### src/rtl/fp16_unpacker_pkg.sv
// Shared halffloat definitions: field layout, one-hot class encoding and format constants.
package floatingPoint;

  localparam int unsigned EXP_ALLONES = 31;
  localparam int unsigned BIAS        = 15;

  typedef struct packed {
    logic       sign;
    logic [4:0] exp;
    logic [9:0] frac;
  } halffloat;

  // Bit positions of out_class: {nan, inf, denorm, zero, normal}
  typedef enum logic [4:0] {
    FP_NORMAL = 5'b00001,
    FP_ZERO   = 5'b00010,
    FP_DENORM = 5'b00100,
    FP_INF    = 5'b01000,
    FP_NAN    = 5'b10000
  } fpclass_e;

endpackage

### src/rtl/fp16_unpacker_lzc10.sv
// Combinational leading-zero counter for a 10-bit fraction; all-zero input yields 10.
module lzc10 (
  input  logic [9:0] data_i,
  output logic [3:0] count_o
);

  // Ascending scan: the highest set bit is written last and wins.
  always_comb begin
    count_o = 4'd10;
    for (int unsigned i = 0; i < 10; i++) begin
      if (data_i[i]) count_o = 4'(9 - i);
    end
  end

endmodule

### src/rtl/fp16_unpacker.sv
// Two-stage halffloat decoder: S1 classifies the raw word, S2 produces sign/exponent/significand.
module fp16_unpacker #(
  parameter int unsigned NEXPONENTBITS = 5,
  parameter int unsigned NFRACTIONBITS = 10,
  parameter int unsigned BIAS          = 15
) (
  input  logic                                 clock,
  input  logic                                 reset,
  input  logic                                 in_valid,
  output logic                                 in_ready,
  input  logic [NEXPONENTBITS+NFRACTIONBITS:0] in_data,
  output logic                                 out_valid,
  input  logic                                 out_ready,
  output logic                                 out_sign,
  output logic [6:0]                           out_exp,
  output logic [NFRACTIONBITS:0]               out_sig,
  output logic [4:0]                           out_class,
  output logic                                 out_qnan
);

  import floatingPoint::*;

  halffloat  in_word, s1_word_q;
  fpclass_e  in_class, s1_class_q;
  logic      s1_valid_q, s1_valid_d;
  logic      s1_load, s2_adv;
  logic      out_valid_q, out_valid_d;
  logic      out_sign_q;
  logic [6:0]  out_exp_q, exp_d;
  logic [10:0] out_sig_q, sig_d;
  logic [4:0]  out_class_q;
  logic        out_qnan_q, qnan_d;
  logic [3:0]  lz, shift;

  assign in_word = in_data;

  always_comb begin
    in_class = FP_NORMAL;
    if (in_word.exp == '0) begin
      in_class = (in_word.frac == '0) ? FP_ZERO : FP_DENORM;
    end else if (in_word.exp == 5'(EXP_ALLONES)) begin
      in_class = (in_word.frac == '0) ? FP_INF : FP_NAN;
    end
  end

  assign s2_adv   = s1_valid_q && (!out_valid_q || out_ready);
  assign in_ready = !s1_valid_q || s2_adv;
  assign s1_load  = in_valid && in_ready;

  always_comb begin
    s1_valid_d = s1_valid_q;
    if (s1_load)     s1_valid_d = 1'b1;
    else if (s2_adv) s1_valid_d = 1'b0;
    out_valid_d = out_valid_q;
    if (s2_adv)         out_valid_d = 1'b1;
    else if (out_ready) out_valid_d = 1'b0;
  end

  lzc10 u_lzc (
    .data_i  (s1_word_q.frac),
    .count_o (lz)
  );

  assign shift = lz + 4'd1;

  always_comb begin
    exp_d  = '0;
    sig_d  = '0;
    qnan_d = 1'b0;
    unique case (s1_class_q)
      FP_NORMAL: begin
        exp_d = {2'b00, s1_word_q.exp} - 7'(BIAS);
        sig_d = {1'b1, s1_word_q.frac};
      end
      // Denormals are renormalised so the leading one lands on bit 10.
      FP_DENORM: begin
        sig_d = {1'b0, s1_word_q.frac} << shift;
        exp_d = -7'd14 - {3'b000, shift};
      end
      FP_NAN: begin
        sig_d  = {1'b0, s1_word_q.frac};
        qnan_d = s1_word_q.frac[9];
      end
      default: ;
    endcase
  end

  always_ff @(posedge clock) begin
    if (reset) begin
      s1_valid_q  <= 1'b0;
      s1_word_q   <= '0;
      s1_class_q  <= FP_ZERO;
      out_valid_q <= 1'b0;
      out_sign_q  <= 1'b0;
      out_exp_q   <= '0;
      out_sig_q   <= '0;
      out_class_q <= '0;
      out_qnan_q  <= 1'b0;
    end else begin
      s1_valid_q  <= s1_valid_d;
      out_valid_q <= out_valid_d;
      if (s1_load) begin
        s1_word_q  <= in_word;
        s1_class_q <= in_class;
      end
      if (s2_adv) begin
        out_sign_q  <= s1_word_q.sign;
        out_exp_q   <= exp_d;
        out_sig_q   <= sig_d;
        out_class_q <= s1_class_q;
        out_qnan_q  <= qnan_d;
      end
    end
  end

  assign out_valid = out_valid_q;
  assign out_sign  = out_sign_q;
  assign out_exp   = out_exp_q;
  assign out_sig   = out_sig_q;
  assign out_class = out_class_q;
  assign out_qnan  = out_qnan_q;

endmodule
### config.mk
export PLATFORM = sky130hd
export DESIGN_NAME = fp16_unpacker
export DESIGN_NICKNAME = d
export VERILOG_FILES = /design/src/rtl/fp16_unpacker_pkg.sv /design/src/rtl/fp16_unpacker_lzc10.sv /design/src/rtl/fp16_unpacker.sv
export SDC_FILE = /design/constraint.sdc
export NUM_CORES = 1
export LEC_CHECK = 0
export BUFFER_PORTS_ARGS = -buffer_cell sky130_fd_sc_hd__buf_2
export CAP_MARGIN = 20
export CORE_ASPECT_RATIO = 0.5
export CORE_UTILIZATION = 53
export DETAILED_ROUTE_END_ITERATION = 8
export GPL_ROUTABILITY_DRIVEN = 0
export PLACE_DENSITY = 0.77
export SYNTH_ARGS = -nofsm -noshare
export SYNTH_HDL_FRONTEND = slang
export SYNTH_SLANG_ARGS = --single-unit
### constraint.sdc
create_clock -name clock -period 5.6 [get_ports clock]
set_input_delay 0.84 -clock clock [delete_from_list [all_inputs] [get_ports clock]]
set_output_delay 0.84 -clock clock [all_outputs]
set_load 0.1 [all_outputs]
Yosys cells after proc, flatten, opt, wreduce, memory -nomap -nowiden:

Cells that the tools add are included.

* register bits after elaboration: 48

* $add $sub $neg: 3
* equal/unequal tests: 4
* shift-type cells: 1
* muxes and demuxes: 21
* reductions and logical operators: 10

Operator list (count)
* $pmux W11 S3: 1
* $mux W4: 8
* $mux W5: 3
* $pmux W7 S2: 1
* $shl A10 B4 Y11: 1
* $eq A5 B5 Y1 const B: 2
* $logic_not A10 Y1: 1
* $sub A5 B4 Y6 const B: 1
* $sub A5 B5 Y6 const A: 1
* $eq A5 B1 Y1 const B: 1
* $eq A5 B3 Y1 const B: 1
* $logic_not A5 Y1: 1
* $mux W1: 5
* $add A4 B1 Y4 const B: 1
* $mux W2: 2
* $reduce_bool A2 Y1: 2
* $mux W3: 1
* $logic_and A1 B1 Y1: 2
* $logic_not A1 Y1: 2
* $logic_or A1 B1 Y1: 2

Depth between registers and ports, before layout:

Gate-level depths: netlist (run 1).

* depth in word-level cells: 13
* gate-level depth with buffers: 13
* depth with buffers taken out: 11

Hierarchy:

Synthesis (run 1) repeated with hierarchy kept, for this count alone.

* cell total of the unflattened synthesis: 317
* area, all modules: 2573.7 sq um

By module, submodules not included
* fp16_unpacker: instances 1, cells each 300, area each 2476.1 sq um, seq. area each 940.9 sq um
* lzc10: instances 1, cells each 17, area each 97.6 sq um, seq. area each 0.0 sq um

Worst setup path before layout (run 1):

OpenSTA, ideal clock, no wires.

* kind: register -> register
* from: reg s1_word_q[8] in the netlist's numbering
* to: reg out_sig_q[3], in the netlist out_sig[3]
* library setup time: 76 ps
* arrival time: 2789 ps
* required time: 5524 ps
* path slack: 2735 ps
* stages on the path, launching flop included: 12
* period minus slack after synthesis: 2865 ps
* cells stage by stage: dfxtp_1 -> buf_6 -> or2_2 -> clkbuf_1 -> o21ai_4 -> ha_1 -> clkbuf_1 -> inv_1 -> mux4_1 -> a311oi_1 -> inv_1 -> o22ai_1

* longest elaborated chain between the ends: 5

RTL lines
* from (decl): RTL line fp16_unpacker.sv:23 `halffloat in_word, s1_word_q;`
* from (signal assigned): RTL line fp16_unpacker.sv:103 `s1_word_q <= in_word;`
* $mux W4 (2 in a row): RTL line fp16_unpacker_lzc10.sv:11 `if (data_i[i]) count_o = 4'(9 - i);`
* $add A4 B1 Y4: RTL line fp16_unpacker.sv:64 `assign shift = lz + 4'd1;`
* $shl A10 B4 Y11 *: RTL line fp16_unpacker.sv:77 `sig_d = {1'b0, s1_word_q.frac} << shift;`
* $pmux W11 S3 *: RTL line fp16_unpacker.sv:70 `unique case (s1_class_q)`
* to (signal assigned): RTL line fp16_unpacker.sv:109 `out_sig_q <= sig_d;`
* to (decl): RTL line fp16_unpacker.sv:30 `logic [10:0] out_sig_q, sig_d;`

Mark *: on every way between the ends. The rest lies on a longest branch, timed or not.
A chain may end at the register's enable or synchronous reset.

Final worst setup path (run 1):

* from: reg s1_word_q[2] in the netlist's numbering
* to: reg out_sig_q[3], in the netlist out_sig[3]

* longest elaborated chain between the ends: 11

RTL lines (RTL line)
* $mux W4 (8 in a row): fp16_unpacker_lzc10.sv:11
* $add A4 B1 Y4: fp16_unpacker.sv:64
* $shl A10 B4 Y11 *: fp16_unpacker.sv:77
* $pmux W11 S3 *: fp16_unpacker.sv:70

Marks and branches as above.

==> impl_metrics.ini, run 1 <==
[floorplanning]
die_w_um = 104
coreArea_um2 = 4950
fp.dieH_um = 52.9
row_count = 18
initial_core_util_pct = 55.3
top_level_ports = 47
die-area_um2 = 5480

[final_layout]
num-fill-cells = 453
final_nets = 399
area_delta_synth_final_pct = 10.5
drive_gt1_share_pct = 19.9
antenna_cells = 0
final_util_pct = 61.2
stdcell_count = 446

[timing]
setup_tns_ns = 0
rsz0062_at_grt = false
skew_ns = 0.00532
fmax_mhz = 277
tightest_slew_ns = 0.974
timing.final.crit_share_pct = 64.5
slew_violations = 0
post-route-min-period_ns = 3.61
hold_slack_ns = 0.456
setup_viol = 0
max-slew-margin-rel_pct = 35.1
final_hold_viol_count = 0

[detailed_routing]
via_per_inst = 6.19
drt_pre_antenna_iters = 9
ant_nets = 0
drt_iter0_drc = 187
drc = 1
wl_mm = 7.30
via_count = 2759
avgRoutedWirePerCell_um = 16.4

[run_status]
violations = DRC
status = finished, violations left

[logic_synthesis]
synth-seq-cells = 47
synthMostInstantiatedCell = nand2_1
synth_fa_ha_area_share_pct = 1.83
synth_top_area_share_pct = 34.3
yosysWarnings = 0
ys_seq_area_share_pct = 34.3
synth.distinct_cells = 64
synth_top_area_cell = dfxtp_1
netlist_instances = 347
synthSimpleGateAreaFrac_pct = 24.6
async_reset_ff_share_pct = 0
synthTopCellsByArea = dfxtp_1 34%, nand2_1 7.9%, a21oi_1 6.6%
synth_edf_count = 0
syn-cell-area_um2 = 2740
syn-num-nets = 371
syn_avg_cell_area_um2 = 7.90
synth-xor-area-share_pct = 1.28
ys.flop_type = dfxtp_1
synth_top_family_by_area = compound AO/OA/AOI/OAI gates
synth-compound-area-share_pct = 27.3
synth.mux.area_fraction_pct = 4.43
yosys-top-cells-count = 58 x nand2_1, 47 x dfxtp_1, 36 x a21oi_1

[min_path]
hold_class = reg -> reg
hold_start = out_class[0]

[pwr]
finalPower_w = 0.000872
cellLeakagePower_nw = 1.22
p_int_w = 0.000527
max-vdd-ir-drop_uv = 155
sw_frac_of_total_pct = 39.5
sequentialPowerShare_pct = 42.3
switchingPower_w = 0.000345
clkPwrFrac_pct = 26.9
powerDensity_nw_per_um2 = 288
combPwrFrac_pct = 30.8

[clock_network]
insertion_delay_ns = 0.32
clk_path_buf_depth = 2
htreeDepth = 2
numCtsBuffers = 5
post_cts_resized = 0
cts-root-buf = clkbuf_8
cts_tree = yes
postCtsSetupRepairBufs = 0
cts.sinks = 47
holdBufCountCts = 0
clkTransAtPathRegs_ns = 0.10

[placed_design]
dpl.cell_count = 438
dpl.hpwl_mm = 5.14
io_buffers = 46

[worst_setup_path]
cp-startpoint = s1_word_q[2]
critPathMaxStageDelay_ns = 0.72
path_max_fanout = 18
start_kind = flip-flop
cp_top_family = compound AO/OA/AOI/OAI gates
critPathSlowestCell = ha_1
cpMostUsedCell = inv_1
r2r_start = s1_word_q[2]
crit_chain = nor2_1 -> a221oi_4 -> o21ai_4 -> ha_1 -> inv_1 -> mux4_1 -> a311oi_1 -> inv_1 -> o22ai_1
cp.arrival_ns = 3.86
worstSetupEndpointType = flip-flop
crit_buf_inv = 2
critPathKind = reg -> reg
critPathRequiredTime_ns = 5.85

[global_routing]
grtUsageTotal_pct = 27.1
grt_max_degree = 43
grt_pass1_vias = 2377
gr-total-overflow = 0
antenna_found_initial = 0
grt_pass1_wl_mm = 11.6

[run]
maxCapViolCount = 0
==> power by group through the flow <==
stage / clock (W) / combinational [W] / sequential (W)
final: 0.000235 / 0.000269 / 0.000369
after global routing: 0.000246 / 0.000286 / 0.000371
after CTS: 0.000234 / 0.000262 / 0.000368
after detailed placement: 0 / 0.000260 / 0.000376
after global placement: 0 / 0.000255 / 0.000374
after floorplan: 0 / 0.000173 / 0.000416
==> registers in the layout (all words and copies together), names as in the netlist <==
signal and count:
s1_class_q 5, out_exp 6, s1_valid_q 1, s1_word_q 16, out_class 5, out_qnan 1, out_sign 1, out_valid 1
out_sig 11
==> area by class of cell <==
class	instances	area, um2	share of cell area, %
clock buffer	5	68.8	2.27
clock inverter	3	27.5	0.908
inverter	10	37.5	1.24
multi-input combinational	264	1630	53.8
sequential	47	941	31.0
tap	70	87.6	2.89
timing repair buffer	47	238	7.84
==> placed cells by master (no fill, tap or decap), drive strengths merged, types with 3 or more instances in the layout <==
master / n
o221ai: 3
nor3: 11
mux2: 4
nor4: 6
nor2: 32
a211oi: 10
a221oi: 4
or2: 3
and2: 4
mux2i: 5
ha: 4
inv: 12
dfxtp: 47
nand2: 58
buf: 47
a21oi: 37
nand2b: 7
o21a: 5
clkbuf: 5
a32oi: 4
and3: 4
a22oi: 3
nand3: 8
o21ai: 14
==> layer usage <==
| metal | track usage (%) | vias to the layer above | routed length [um] |
|---|---|---|---|
| met3 | 5.54 | 20 | 594 |
| met4 | 11.0 | 0 | 155 |
| met5 | 0 | - | 0 |
| met2 | 45.6 | 154 | 3230 |
| li1 | - | 1301 | - |
| met1 | 34.9 | 1284 | 3320 |
==> cells by family after synthesis <==
family                     Yosys count
AOI/OAI and AO/OA                  105
xor gates and xnor gates             4
adders and majority gates            4
buffers and inverters               36
DFF                                 47
muxes                               10
and+or+nand+nor                    141
==> worst paths after layout <==
path / to / slack [ns] / cells after the start
setup / recovery: out_sig[3] / 1.99 / 9
hold / removal: out_class[0] / 0.46 / 2
setup reg to reg: out_sig[3] / 1.99 / 9
hold reg to reg: out_class[0] / 0.46 / 2
==> metrics by stage <==
stage	worst slack [ns]	area, um2
after global placement	2.32	2930
after global routing	1.78	3030
after CTS	2.08	3030
after floorplan	2.73	2740
after detailed placement	2.11	2930
final	1.99	3030
==> worst min-delay path, delay by kind of cell, from the launching register on <==
| kind | cells | cell delay (ns) |
|---|---|---|
| compound gates | 1 | 0.05 |
| simple gates | 1 | 0.05 |
| flops | 1 | 0.32 |
No activity file was read; power rests on OpenSTA's default activity.
==> run 2: changes to the inputs <==
==> constraint.sdc (replaced) <==
create_clock -name clock -period 3.75 [get_ports clock]
set_input_delay 0.5625 -clock clock [delete_from_list [all_inputs] [get_ports clock]]
set_output_delay 0.5625 -clock clock [all_outputs]
set_load 0.1 [all_outputs]
==> run 2 against run 1 <==
The flow now finishes without violations. Setup slack lost 1.4 ns. Via count shrank 1.2%. Fmax grew 13%. Power grew 49%. Non-clock buffer count grew 3. Wire length grew 0.12%. Worst hold slack gained 0.0014 ns. Sequential share of layout area shrank 0.23 points. First-iteration DRC count shrank 1.6%. Combinational power grew 51%. Count of clock-buffer cells in the layout is the same. Die area is the same.
==> impl_metrics.ini, run 2 (synthesis gave the netlist of run 1 again) <==
[run_status]
status = completed

[worst_setup_path]
reg2reg_slack_ns = 0.55
critPathSlowestCell = dfxtp_1
worstSetupEndpointType = flip-flop
critPathKind = reg -> reg
cp.arrival_ns = 3.44
start_kind = flip-flop
path_max_fanout = 10
critPathRequiredTime_ns = 3.99
cp_top_family = compound AO/OA/AOI/OAI gates
crit_buf_inv = 2
critPathMaxStageDelay_ns = 0.59
crit_chain = nor2_1 -> o21ai_0 -> a311oi_1 -> nor3_1 -> ha_1 -> inv_1 -> mux4_1 -> a311oi_1 -> inv_1 -> o22ai_1

[global_routing]
gr-total-overflow = 0
grt_pass1_wl_mm = 11.9
grtUsageTotal_pct = 28.1
antenna_found_initial = 0
grt_pass1_vias = 2489
grt_max_degree = 43

[detailed_routing]
avgRoutedWirePerCell_um = 16.3
wl_mm = 7.31
drt_iter0_drc = 184
via_count = 2725
via_per_inst = 6.07
drt_pre_antenna_iters = 5
ant_nets = 0
drc = 0

[final_layout]
num-fill-cells = 458
final-seq-area_um2 = 941
multi_input_area_um2 = 1630
final_nets = 402
final_common_cell = nand2_1
largest_reg_flops = 16
layout_common_cells = 58 x nand2_1, 47 x dfxtp_1, 46 x buf_2
drive_gt1_share_pct = 20.6
max_flop_register = s1_word_q
antenna_cells = 0
area_delta_synth_final_pct = 11.4
final_util_pct = 61.6

[floorplanning]
coreArea_um2 = 4950
die_w_um = 104
initial_core_util_pct = 55.3
top_level_ports = 47
die-area_um2 = 5480
fp.dieH_um = 52.9
row_count = 18

[timing]
post-route-min-period_ns = 3.20
final_hold_viol_count = 0
max-slew-margin-rel_pct = 47.4
skew_ns = 0.00643
rsz0062_at_grt = false
timing.final.crit_share_pct = 85.4
slew_violations = 0
setup_tns_ns = 0
tightest_slew_ns = 0.789
fmax_mhz = 312
setup_viol = 0

[pwr]
max-vdd-ir-drop_uv = 217
powerDensity_nw_per_um2 = 425
finalPower_w = 0.00130
cellLeakagePower_nw = 1.23

[clock_network]
cts_tree = yes
clkTransAtPathRegs_ns = 0.10
insertion_delay_ns = 0.32
clk_path_buf_depth = 2
holdBufCountCts = 0
postCtsSetupRepairBufs = 0
numCtsBuffers = 5
post_cts_resized = 0
cts-root-buf = clkbuf_8
htreeDepth = 2
cts.sinks = 47

[placed_design]
io_buffers = 46
dpl.hpwl_mm = 5.23

[min_path]
hold_class = reg -> reg

[run]
maxCapViolCount = 0
run 2: changes by cell type in the layout (fill, tap and decap cells not counted), sizes merged:
cell,change
buf,+3
run 2: final cells by class:
class | instances | share of cell area (%)
clock buffer | 5 | 2.25
inverter | 10 | 1.23
sequential | 47 | 30.8
tap | 70 | 2.87
clock inverter | 3 | 0.902
timing repair buffer | 50 | 8.52
multi-input combinational | 264 | 53.4
run 2: routing by layer:
| layer | vias to the layer above | routed length, um | GRT usage, % | part of all wire, % |
|---|---|---|---|---|
| met5 | - | 0 | 0 | 0 |
| met4 | 0 | 86 | 11.2 | 1.2 |
| met3 | 12 | 563 | 6.90 | 7.7 |
| met2 | 129 | 3350 | 45.7 | 46 |
| met1 | 1263 | 3310 | 36.5 | 45 |
| li1 | 1321 | - | - | - |
run 2: worst paths after layout:
kind,to,start,cells after the start
max,out_sig[3],s1_word_q[2],10
min,out_class[0],out_class[0],2
max reg2reg,out_sig[3],s1_word_q[2],10
min reg2reg,out_class[0],out_class[0],2
run 2: metrics by stage:
stage | cells | setup WS [ns] | hold slack (ns) | area [um2]
after floorplan | 347 | 0.885 | 0.432 | 2740
after detailed placement | 441 | 0.656 | 0.445 | 2960
after global placement | 441 | 0.811 | 0.441 | 2960
final | 449 | 0.549 | 0.458 | 3050
after global routing | 449 | 0.293 | 0.478 | 3050
after CTS | 449 | 0.613 | 0.460 | 3050
run 2: report_power, final:
part / switching, W / internal (W)
sequential: 0.0000301 / 0.000521
clock: 0.000201 / 0.000139
combinational: 0.000275 / 0.000131
run 2: tightest hold or removal path, delay by kind of cell (launching register included):
| family | cells | cell delay (ns) |
|---|---|---|
| AOI/OAI and AO/OA | 1 | 0.05 |
| DFF | 1 | 0.32 |
| and+or+nand+nor | 1 | 0.05 |
